File: config.mk
export PLATFORM = sky130hd
export DESIGN_NAME = eth_pcspma_link_ctrl
export DESIGN_NICKNAME = d
export VERILOG_FILES = /design/src/rtl/eth_pkg.sv /design/src/rtl/eth_link_debounce.sv /design/src/rtl/eth_pcspma_link_ctrl.sv
export SDC_FILE = /design/constraint.sdc
export NUM_CORES = 1
export LEC_CHECK = 0
export BUFFER_PORTS_ARGS = -buffer_cell sky130_fd_sc_hd__buf_2
export CORE_MARGIN = 5
export CORE_UTILIZATION = 57
export DETAILED_ROUTE_END_ITERATION = 8
export GPL_TIMING_DRIVEN = 0
export HOLD_SLACK_MARGIN = 0.1
export PLACE_DENSITY_LB_ADDON = 0.08
export SLEW_MARGIN = 30
export SYNTH_ARGS = -nofsm -noshare
export SYNTH_HDL_FRONTEND = slang
export SYNTH_SLANG_ARGS = --single-unit
File: constraint.sdc
create_clock -name clock -period 2.3 [get_ports clock]
set_input_delay 0.23 -clock clock [delete_from_list [all_inputs] [get_ports clock]]
set_output_delay 0.23 -clock clock [all_outputs]
set_load 0.05 [all_outputs]
File: src/rtl/eth_pkg.sv
// Shared types and constants for the Ethernet PCS/PMA link controller.
package eth_pkg;

    typedef enum logic [1:0] {
        S_HOLD,
        S_AN_WAIT,
        S_RESTART,
        S_LINK_UP
    } link_state_t;

    // Bit positions inside the PCS/PMA status_vector
    localparam int SV_LINK_STATUS = 0;
    localparam int SV_LINK_SYNC   = 1;
    localparam int SV_SPEED_LO    = 10;
    localparam int SV_SPEED_HI    = 11;
    localparam int SV_DUPLEX      = 12;

    localparam logic [1:0] SPEED_10   = 2'b00;
    localparam logic [1:0] SPEED_100  = 2'b01;
    localparam logic [1:0] SPEED_1000 = 2'b10;

    localparam logic [15:0] ADV_SGMII     = 16'hD801;
    localparam logic [15:0] ADV_1000BASEX = 16'h0020;

    // Width needed to hold 0..max_val, never less than one bit
    function automatic int cnt_width(input int max_val);
        return (max_val < 1) ? 1 : $clog2(max_val + 1);
    endfunction

endpackage

File: src/rtl/eth_link_debounce.sv
// Level debouncer: out follows in only after in has differed from out for
// DEBOUNCE_CYCLES consecutive cycles; clear forces out low.
module eth_link_debounce
    import eth_pkg::*;
#(
    parameter int DEBOUNCE_CYCLES = 1250
) (
    input  logic clock,
    input  logic reset,
    input  logic clear,
    input  logic in,
    output logic out
);

    localparam int            CW   = cnt_width(DEBOUNCE_CYCLES - 1);
    localparam logic [CW-1:0] LAST = CW'(DEBOUNCE_CYCLES - 1);

    logic [CW-1:0] count;

    // NOTE: reset is sampled on the clock edge and every state update uses <=
    // so all flops see pre-edge values regardless of block ordering.
    always_ff @(posedge clock) begin
        if (reset || clear) begin
            out   <= 1'b0;
            count <= '0;
        end else if (in == out) begin
            count <= '0;
        end else if (count == LAST) begin
            out   <= in;
            count <= '0;
        end else begin
            count <= count + 1'b1;
        end
    end

endmodule

File: src/rtl/eth_pcspma_link_ctrl.sv
// Link/autonegotiation supervisor for a 1G PCS/PMA core.
// Define ETH_LINK_STATS_EN to add saturating link-up and AN-restart counters.
module eth_pcspma_link_ctrl
    import eth_pkg::*;
#(
    parameter int SGMII_MODE           = 1,
    parameter int AN_TIMEOUT_CYCLES    = 125000000,
    parameter int DEBOUNCE_CYCLES      = 1250,
    parameter int RESTART_PULSE_CYCLES = 16
) (
    input  logic        clock,
    input  logic        reset,
    input  logic        pma_reset_out,
    input  logic [15:0] status_vector,
    input  logic        an_interrupt,
    input  logic        isolate_req,
    output logic [4:0]  configuration_vector,
    output logic [15:0] an_adv_config_vector,
    output logic        an_restart_config,
    output logic        speed_is_10_100,
    output logic        speed_is_100,
    output logic        signal_detect,
    output logic        link_up,
`ifdef ETH_LINK_STATS_EN
    output logic [15:0] link_up_count,
    output logic [15:0] an_restart_count,
`endif
    output logic        link_change_irq
);

    localparam int            TW           = cnt_width(AN_TIMEOUT_CYCLES - 1);
    localparam int            RW           = cnt_width(RESTART_PULSE_CYCLES - 1);
    localparam logic [TW-1:0] TIMER_LAST   = TW'(AN_TIMEOUT_CYCLES - 1);
    localparam logic [RW-1:0] RESTART_LAST = RW'(RESTART_PULSE_CYCLES - 1);

    link_state_t   state;
    logic [TW-1:0] timer;
    logic [RW-1:0] restart_cnt;
    logic [1:0]    speed_latched;
    logic [1:0]    speed_in;
    logic          an_int_d, link_up_d, isolate_q;
    logic          deb_in, deb_out, deb_clear, an_int_rise;
    logic          unused_status;

    // Up-detection needs sync as well as link; once up, only link_status matters
    assign deb_in      = (state == S_LINK_UP) ? status_vector[SV_LINK_STATUS]
                       : (status_vector[SV_LINK_STATUS] & status_vector[SV_LINK_SYNC]);
    assign deb_clear   = (state == S_HOLD) || (state == S_RESTART);
    assign an_int_rise = an_interrupt & ~an_int_d;
    assign speed_in    = (status_vector[SV_SPEED_HI:SV_SPEED_LO] == 2'b11) ? SPEED_1000
                       : status_vector[SV_SPEED_HI:SV_SPEED_LO];
    assign unused_status = ^{status_vector[15:SV_DUPLEX], status_vector[9:2]};

    eth_link_debounce #(
        .DEBOUNCE_CYCLES(DEBOUNCE_CYCLES)
    ) u_debounce (
        .clock(clock),
        .reset(reset),
        .clear(deb_clear),
        .in   (deb_in),
        .out  (deb_out)
    );

    always_ff @(posedge clock) begin
        if (reset || pma_reset_out) begin
            state             <= S_HOLD;
            timer             <= '0;
            restart_cnt       <= '0;
            speed_latched     <= SPEED_1000;
            link_up           <= 1'b0;
            an_restart_config <= 1'b0;
        end else begin
            case (state)
                S_HOLD: begin
                    state <= S_AN_WAIT;
                    timer <= '0;
                end
                S_AN_WAIT: begin
                    if (deb_out) begin
                        state         <= S_LINK_UP;
                        link_up       <= 1'b1;
                        speed_latched <= speed_in;
                    end else if (an_int_rise) begin
                        timer <= '0;
                    end else if (timer == TIMER_LAST) begin
                        state             <= S_RESTART;
                        restart_cnt       <= '0;
                        an_restart_config <= 1'b1;
                    end else begin
                        timer <= timer + 1'b1;
                    end
                end
                S_RESTART: begin
                    if (restart_cnt == RESTART_LAST) begin
                        state             <= S_AN_WAIT;
                        timer             <= '0;
                        restart_cnt       <= '0;
                        an_restart_config <= 1'b0;
                    end else begin
                        restart_cnt <= restart_cnt + 1'b1;
                    end
                end
                S_LINK_UP: begin
                    if (!deb_out) begin
                        state         <= S_AN_WAIT;
                        timer         <= '0;
                        link_up       <= 1'b0;
                        speed_latched <= SPEED_1000;
                    end
                end
                default: state <= S_HOLD;
            endcase
        end
    end

    always_ff @(posedge clock) begin
        if (reset) begin
            an_int_d        <= 1'b0;
            link_up_d       <= 1'b0;
            link_change_irq <= 1'b0;
            isolate_q       <= 1'b0;
            speed_is_10_100 <= 1'b0;
            speed_is_100    <= 1'b0;
        end else begin
            an_int_d        <= an_interrupt;
            link_up_d       <= link_up;
            link_change_irq <= link_up ^ link_up_d;
            isolate_q       <= isolate_req;
            speed_is_10_100 <= (speed_latched != SPEED_1000);
            speed_is_100    <= (speed_latched == SPEED_100);
        end
    end

    assign configuration_vector = {1'b1, isolate_q, 3'b000};
    assign an_adv_config_vector = (SGMII_MODE != 0) ? ADV_SGMII : ADV_1000BASEX;
    assign signal_detect        = 1'b1;

`ifdef ETH_LINK_STATS_EN
    logic restart_d;

    always_ff @(posedge clock) begin
        if (reset) begin
            restart_d        <= 1'b0;
            link_up_count    <= '0;
            an_restart_count <= '0;
        end else begin
            restart_d <= an_restart_config;
            if (link_up && !link_up_d && link_up_count != 16'hFFFF)
                link_up_count <= link_up_count + 16'd1;
            if (an_restart_config && !restart_d && an_restart_count != 16'hFFFF)
                an_restart_count <= an_restart_count + 16'd1;
        end
    end
`endif

endmodule

==> summary.txt, run 1 <==
Setup path
  – Crit-path slowest cell: dfxtp_1
  – Critical Path Sink Type: flip-flop
  – Crit start category: flip-flop
  – CP bufs+invs: 2
  – CP cell instances: ha_1 > nand3_1 > nor3_1 > and4_1 > buf_2 > buf_6 > nand2_1 > and3_1
  – Crit Path Class: flip-flop to flip-flop
  – Req. time, crit path: 2530 ps
  – Crit-path leading delay family: simple AND/OR/NAND/NOR gates
  – CP Depth: 8
  – R2R depth: 8
  – CP peak stage delay: 400 ps
  – Critical path arrival: about 2400 ps
  – Worst-path maximum fanout: 10

Global routing
  – Largest net degree at the start of global routing: 18
  – Gr usage total: a little over a fifth
  – Total gr overflow: 0
  – Initial antenna violation count: 0
  – Number of global-route vias before repair: approximately 2600
  – First-pass GRT wire length: 12.48 mm

Detailed routing
  – Wire per inst: between 15 and 20 um
  – DR WL met3: 456 um
  – Via count: between 2000 and 3000
  – Via density: 5.734
  – Routed length on met1: 3.267 mm
  – DRT iter0 DRCs: 190
  – Pre-Repair DR Iteration Count: 4
  – Drc violations: 0
  – Post-route ant nets: 0
  – Max layer used: met4
  – Wire length on met2: 3.474 mm
  – DRT Wirelength: approximately 7.3 mm

STA
  – RSZ-0062 raised after global routing: no
  – Fin Hold WS: 113.9 ps
  – PnR worst setup slack: 162.8 ps
  – Worst-Margin Slew: 569.3 ps
  – Skew final: 15.42 ps
  – Worst rel slew slack: 62.04%
  – Final setup violation count: 0
  – Period utilization: 92.92%
  – Max Clk Rate: 0.4679 GHz
  – Fin crit period: 2137 ps
  – Final Hold Vio Count: 0
  – Pins Over Slew Limit: 0

Logic synthesis
  – Mux share of post-synthesis cell area: less than 1%
  – Syn Area/Cell: 8.150 um^2
  – Synthesized cell area: 3032 um^2
  – Yosys warns: 0
  – Synth Area in Compound Gates: 18.45%
  – Adder-cell share of the synthesized area: 1.651%
  – Cells after synthesis: 372
  – Post-Synth Simple-Gate Area: between 20 and 30%
  – Main synth FF type: dfxtp_1
  – Largest family of logic cells by synthesized area: simple AND/OR/NAND/NOR gates
  – Ys async rst share: 0%
  – Number of synthesized flops with an enable pin: 0
  – Xor/xnor share of the synthesized area: 3.178%
  – Cell variety after synth: 57
  – Sequential area share after synthesis: 36.32%
  – Seq cells post-synth: 55

Place
  – DPL Wire Length: 5.185 mm
  – Port Buffers: 13
  – Post-place setup slack: -146.5 ps
  – Routability cong.: 0.8874

Run status
  – Outcome: finished, final reports clean

Finish
  – Ant diodes: 0
  – Area Growth Syn to Fin: 10.69%
  – Commonest non-fill, non-tap cell in the layout: dfxtp_1
  – # nets final: 436
  – Share of cells above drive strength 1: between 10% and 20%
  – Most frequent cells in the layout: dfxtp_1 (55), nor2_1 (32), nand2_1 (30)

Min path
  – WHS Path Cells: 2
  – Hold Path Class: input pin to flip-flop

Floorplan
  – Starting Density: 58.98%
  – Boundary Pins: 48
  – Chip width: 82.93 um
  – DIE AREA: 6877 um^2
  – Row count: 26
  – Core area: 5140 um^2
  – Die height: 82.93 um

Clock network
  – Clk root buf: clkbuf_8
  – Clock Latency Late Sink: about 320 ps
  – Clock sink count: 55
  – Total CTS buffers: 5
  – H-tree levels: 2
  – CTS max path bufs: 2
  – Setup Fix Bufs, Post-CTS: 0
  – CTS tree: built
  – Reg clk slew, reported paths: 110 ps

Power and ir drop
  – Total power: around 1.7 mW
  – Max IR drop VDD: 326.0 uV
  – Power per cell area: 500.5 nW/um^2
  – Leak: around 1.2 nW

Job
  – Max cap viols: 0
worst paths after layout:
check                 endpoint  slack (ps)        startpoint
hold reg to reg   speed_is_100         500  speed_latched[1]
hold / removal       isolate_q         110       isolate_req
setup reg to reg      state[0]         160          timer[0]
setup / recovery      state[0]         160          timer[0]
cells by family after synthesis:
logic type,Yosys count
other,2
muxes,3
xor gates and xnor gates,11
buffers and inverters,49
AOI/OAI and AO/OA,84
and+or+nand+nor,164
adders and majority gates,4
DFF,55
per-stage QoR:
| stage | util (%) | area (um^2) | setup TNS [ps] | cells |
|---|---|---|---|---|
| floorplan | - | 3103 | 0 | 391 |
| global placement | 63.34 | 3256 | -571.0 | 474 |
| detailed placement | 63.34 | 3256 | -954.2 | 474 |
| CTS | 65.09 | 3346 | 0 | 482 |
| global route | 65.29 | 3356 | 0 | 482 |
| finish | 65.29 | 3356 | 0 | 482 |
sequential cells by signal, summed over array words and instances, names as in the netlist, 2 cells and up:
register          count
restart_cnt           4
state                 2
u_debounce.count     11
timer                27
speed_latched         2
final cells by class:
cell class | count | area (um^2)
Buffer | 42 | 269.0
Clock buffer | 6 | 72.57
Clock inverter | 2 | 17.52
Fill cell | 466 | 1784
Inverter | 7 | 26.28
Multi-Input combinational cell | 287 | 1717
Sequential cell | 55 | 1101
Tap cell | 70 | 87.58
Timing Repair Buffer | 13 | 65.06
timing repair:
| item | CTS | global route |
|---|---|---|
| pin swaps | 0 | 0 |
| hold buffers | 0 | 0 |
| setup endpoints to repair | 9 | 10 |
| endpoints found under the hold margin | 0 | 0 |
| resized for setup | 1 | 4 |
power by group:
group / internal [mW] / switching (mW) / leakage [nW]
combinational: 0.0464 / 0.128 / 0.734
sequential: 0.955 / 0.00225 / 0.444
clock: 0.220 / 0.328 / 0.0454
synth_stat cells, types with 2 or more instances:
library cell	instances	area (um^2)
a211oi_1	2	15.01
a21boi_0	9	67.56
a21oi_1	23	115.1
a22o_1	2	17.52
a2bb2oi_1	7	61.31
a31oi_1	9	56.30
and3_1	8	50.05
and4_1	4	35.03
buf_2	10	50.05
buf_4	22	165.2
buf_6	2	22.52
clkbuf_1	8	30.03
conb_1	2	7.510
dfxtp_1	55	1101
ha_1	4	50.05
inv_1	7	26.28
mux2i_1	3	30.03
nand2_1	30	112.6
nand2b_1	4	25.02
nand3_1	22	110.1
nand4_1	15	93.84
nand4b_1	2	17.52
nor2_1	32	120.1
nor2b_1	5	31.28
nor3_1	18	90.09
nor4_1	2	12.51
o2111ai_1	2	17.52
o211ai_1	3	22.52
o21a_1	2	15.01
o21ai_0	13	65.06
or3_1	5	31.28
or4_1	5	37.54
or4b_1	2	20.02
xnor2_1	5	43.79
xor2_1	6	52.55
worst reg2reg max path, stage by stage, from the launching register on:
cell     delay, ps
dfxtp_1        400
ha_1           230
nand3_1        190
nor3_1         310
and4_1         220
buf_2          240
buf_6          190
nand2_1         90
and3_1         190
per-layer routing:
metal | GRT usage, % | vias up
li1 | - | 1403
met1 | 28.18 | 1263
met2 | 35.42 | 90
met3 | 3.762 | 8
met4 | 8.024 | 0
met5 | 0 | -
Power figures use the tool's default switching activity.
==> run 2, diff against run 1 <==
- ABC_AREA: unset -> 1
==> run 2 against run 1 <==
Clock-buffer cell count fell by 1. Fmax is 18% higher. Design area is 7.4% higher. Sequential share of layout area shrank 2.3 points. Via count grew 8.8%. Area after synthesis increased by 8.0%. Synthesized cell count rose by 34%. Total power is 1.3% higher. Global-route usage down 1.2 points. Sequential cell count unchanged. Hold slack better by 31 ps. Clock skew down 9.5 ps. Critical path type unchanged. Largest power group unchanged.
==> summary.txt, run 2 <==
Run status
  – Outcome: finished, final reports clean

Setup path
  – Crit-path slowest cell: dfxtp_1
  – Cell mode on critical path: nand2_1
  – CP bufs+invs: 3
  – Reg-to-reg endpoint: timer[1]
  – Crit Path Class: flip-flop to flip-flop
  – Req. time, crit path: 2520 ps
  – R2R depth: 11
  – CP startpoint: timer[0]
  – CP Depth: 11
  – Crit Reg-Reg Startpoint: timer[0]
  – Critical Path Sink Type: flip-flop
  – CP cell instances: ha_1 > nand3_1 > inv_1 > nand2_1 > nor2_4 > nand3_2 > nand2_4 > inv_2 > buf_6 > nand4_1 > nand2_1
  – CP peak stage delay: between 300 and 400 ps
  – Critical path arrival: approximately 2000 ps
  – Reg-to-reg setup timing slack: ~490 ps
  – Worst-path maximum fanout: 10
  – Crit-path leading delay family: simple AND/OR/NAND/NOR gates
  – End of the critical path: timer[1]
  – Crit start category: flip-flop

Detailed routing
  – Wire per inst: 11.52 um
  – Via density: approximately 4.9
  – Via count: 3008
  – Drc violations: 0
  – DRT Wirelength: 7.028 mm
  – DRT iter0 DRCs: about 250
  – Post-route ant nets: 0
  – Pre-Repair DR Iteration Count: 4

Logic synthesis
  – Sequential area share after synthesis: 33.61%
  – Number of synthesized flops with an enable pin: 0
  – Ys async rst share: 0%
  – Synth top area cells: dfxtp_1 (34%), nand2_1 (13%), nor2_1 (8.4%), inv_1 (7.3%), nand3_1 (5.5%)
  – Synthesized cell area: ~3300 um^2
  – Seq cells post-synth: 55
  – Cells after synthesis: 497
  – Main synth FF type: dfxtp_1
  – Top-area cell type share of the netlist area: 33.61%
  – Cell variety after synth: 37
  – Top cells by count, synth: nand2_1 (117), nor2_1 (73), inv_1 (64)
  – Largest area contributor in the netlist: dfxtp_1
  – Syn Area/Cell: between 6 and 7 um^2
  – Yosys warns: 0
  – Most frequent cell after synthesis: nand2_1

Clock network
  – Clock Latency Late Sink: 320 ps
  – H-tree levels: 2
  – CTS max path bufs: 2
  – Clk root buf: clkbuf_8
  – Hold_buf cts: 1
  – Reg clk slew, reported paths: 100 ps
  – Clock sink count: 55
  – Setup Fix Bufs, Post-CTS: 0
  – Total CTS buffers: 5
  – CTS tree: built
  – Post-cts sizing count: 0

Finish
  – Finished Layout Cells: 610
  – Most frequent cells in the layout: nand2_1 (117), nor2_1 (73), inv_1 (64)
  – Max FFs per register: 27
  – Share of cells above drive strength 1: between 10% and 20%
  – Largest Register: timer
  – Largest registers: timer: 27 flops, u_debounce.count: 11 flops, restart_cnt: 4 flops
  – Commonest non-fill, non-tap cell in the layout: nand2_1
  – Area Growth Syn to Fin: 10.01%
  – # nets final: 562
  – Ant diodes: 0

Place
  – Placed insts: 601
  – DPL Wire Length: roughly 5.4 mm
  – Routability cong.: 0.9214
  – Port Buffers: 13

Min path
  – Hold Path Class: input pin to flip-flop

STA
  – Worst rel slew slack: 65.82%
  – RSZ-0062 raised after global routing: no
  – Skew final: 5.968 ps
  – Final Hold Vio Count: 0
  – Pins Over Slew Limit: 0
  – Worst-Margin Slew: 512.7 ps
  – Final setup violation count: 0
  – Final setup TNS: 0 ps
  – Max Clk Rate: about 0.55 GHz
  – Period utilization: 78.78%
  – Fin crit period: 1812 ps

Power and ir drop
  – Max IR drop VDD: just under 300 uV
  – Switching pwr: 0.4753 mW
  – Sw frac: 27.93%
  – Int Pwr: 1.226 mW
  – Clock power share: 32.9%
  – Leak: 1.387 nW
  – Seq pwr share: about 56%
  – Power per cell area: 472.2 nW/um^2
  – Comb pwr share: 10.7%

Global routing
  – Initial antenna violation count: 0
  – First-pass GRT wire length: 12.19 mm
  – Total gr overflow: 0
  – Gr usage total: 20.34%
  – Largest net degree at the start of global routing: 19
  – Number of global-route vias before repair: about 2800

Floorplan
  – DIE AREA: 7363 um^2
  – Boundary Pins: 48
  – Chip width: about 86 um
  – Row count: 27
  – Starting Density: 59.12%
  – Core area: 5540 um^2
  – Die height: 85.81 um

Job
  – Max cap viols: 0
[run 2: routing by layer]
metal / track usage [%] / wire length [um]
met1: 24.90 / 3179
met2: 35.24 / 3427
met3: 3.266 / 246
met4: 8.633 / 175
met5: 0 / 0
[run 2: final cells by class]
cell class                      instances  area [um^2]
Tap cell                               72        90.09
Multi-Input combinational cell        360         1752
Clock buffer                            5        68.82
Clock inverter                          3        22.52
Buffer                                 31        231.5
Timing Repair Buffer                   14        75.07
Inverter                               70        262.8
Sequential cell                        55         1101
Fill cell                             529         1937
[run 2: worst reg2reg max path: cells and delay by family, from the launching register on]
kind,cells,cell delay [ps]
fa+ha+maj,1,210
buf+inv,3,380
flops,1,390
simple gates,7,730
[run 2: power by group through the flow]
stage	Combinational (mW)	Sequential [mW]	Clock, mW
4_1_cts	0.182	0.959	0.574
6_report	0.183	0.958	0.561
3_3_place_gp	0.179	0.980	0
3_5_place_dp	0.180	0.980	0
2_1_floorplan	0.157	0.982	0
5_1_grt	0.197	0.960	0.614
[run 2: metrics by stage]
step	hold slack [ps]	instance area (um^2)	util [%]	power (mW)	setup WS, ps
2_1_floorplan	337.0	3347	-	1.138	754.3
6_report	144.9	3603	65.04	1.702	488.1
3_5_place_dp	437.3	3502	63.21	1.161	494.7
3_3_place_gp	432.9	3502	63.21	1.159	518.3
4_1_cts	142.0	3603	65.04	1.715	472.5
5_1_grt	144.5	3603	65.04	1.771	336.2
[run 2: worst min path at each step]
| stage | from | endpoint | slack, ps | cells past startpoint |
|---|---|---|---|---|
| final | an_interrupt | an_int_d | 140 | 3 |
| after global routing | status_vector[10] | speed_latched[0] | 140 | 3 |
| after CTS | an_interrupt | an_int_d | 140 | 3 |
| after detailed placement | isolate_req | isolate_q | 440 | 3 |
| after global placement | isolate_req | isolate_q | 430 | 3 |
| after floorplan | isolate_req | isolate_q | 340 | 2 |
[run 2: kinds of logic after synthesis]
kind of cell	after synthesis	synth area share, %
XOR/XNOR	9	2.406
other	2	0.2293
adder cells (fa/ha/maj)	4	1.528
flip-flops	55	33.61
AO/OA/AOI/OAI	62	11.42
buffers and inverters	101	15.09
AND/OR/NAND/NOR	264	35.71
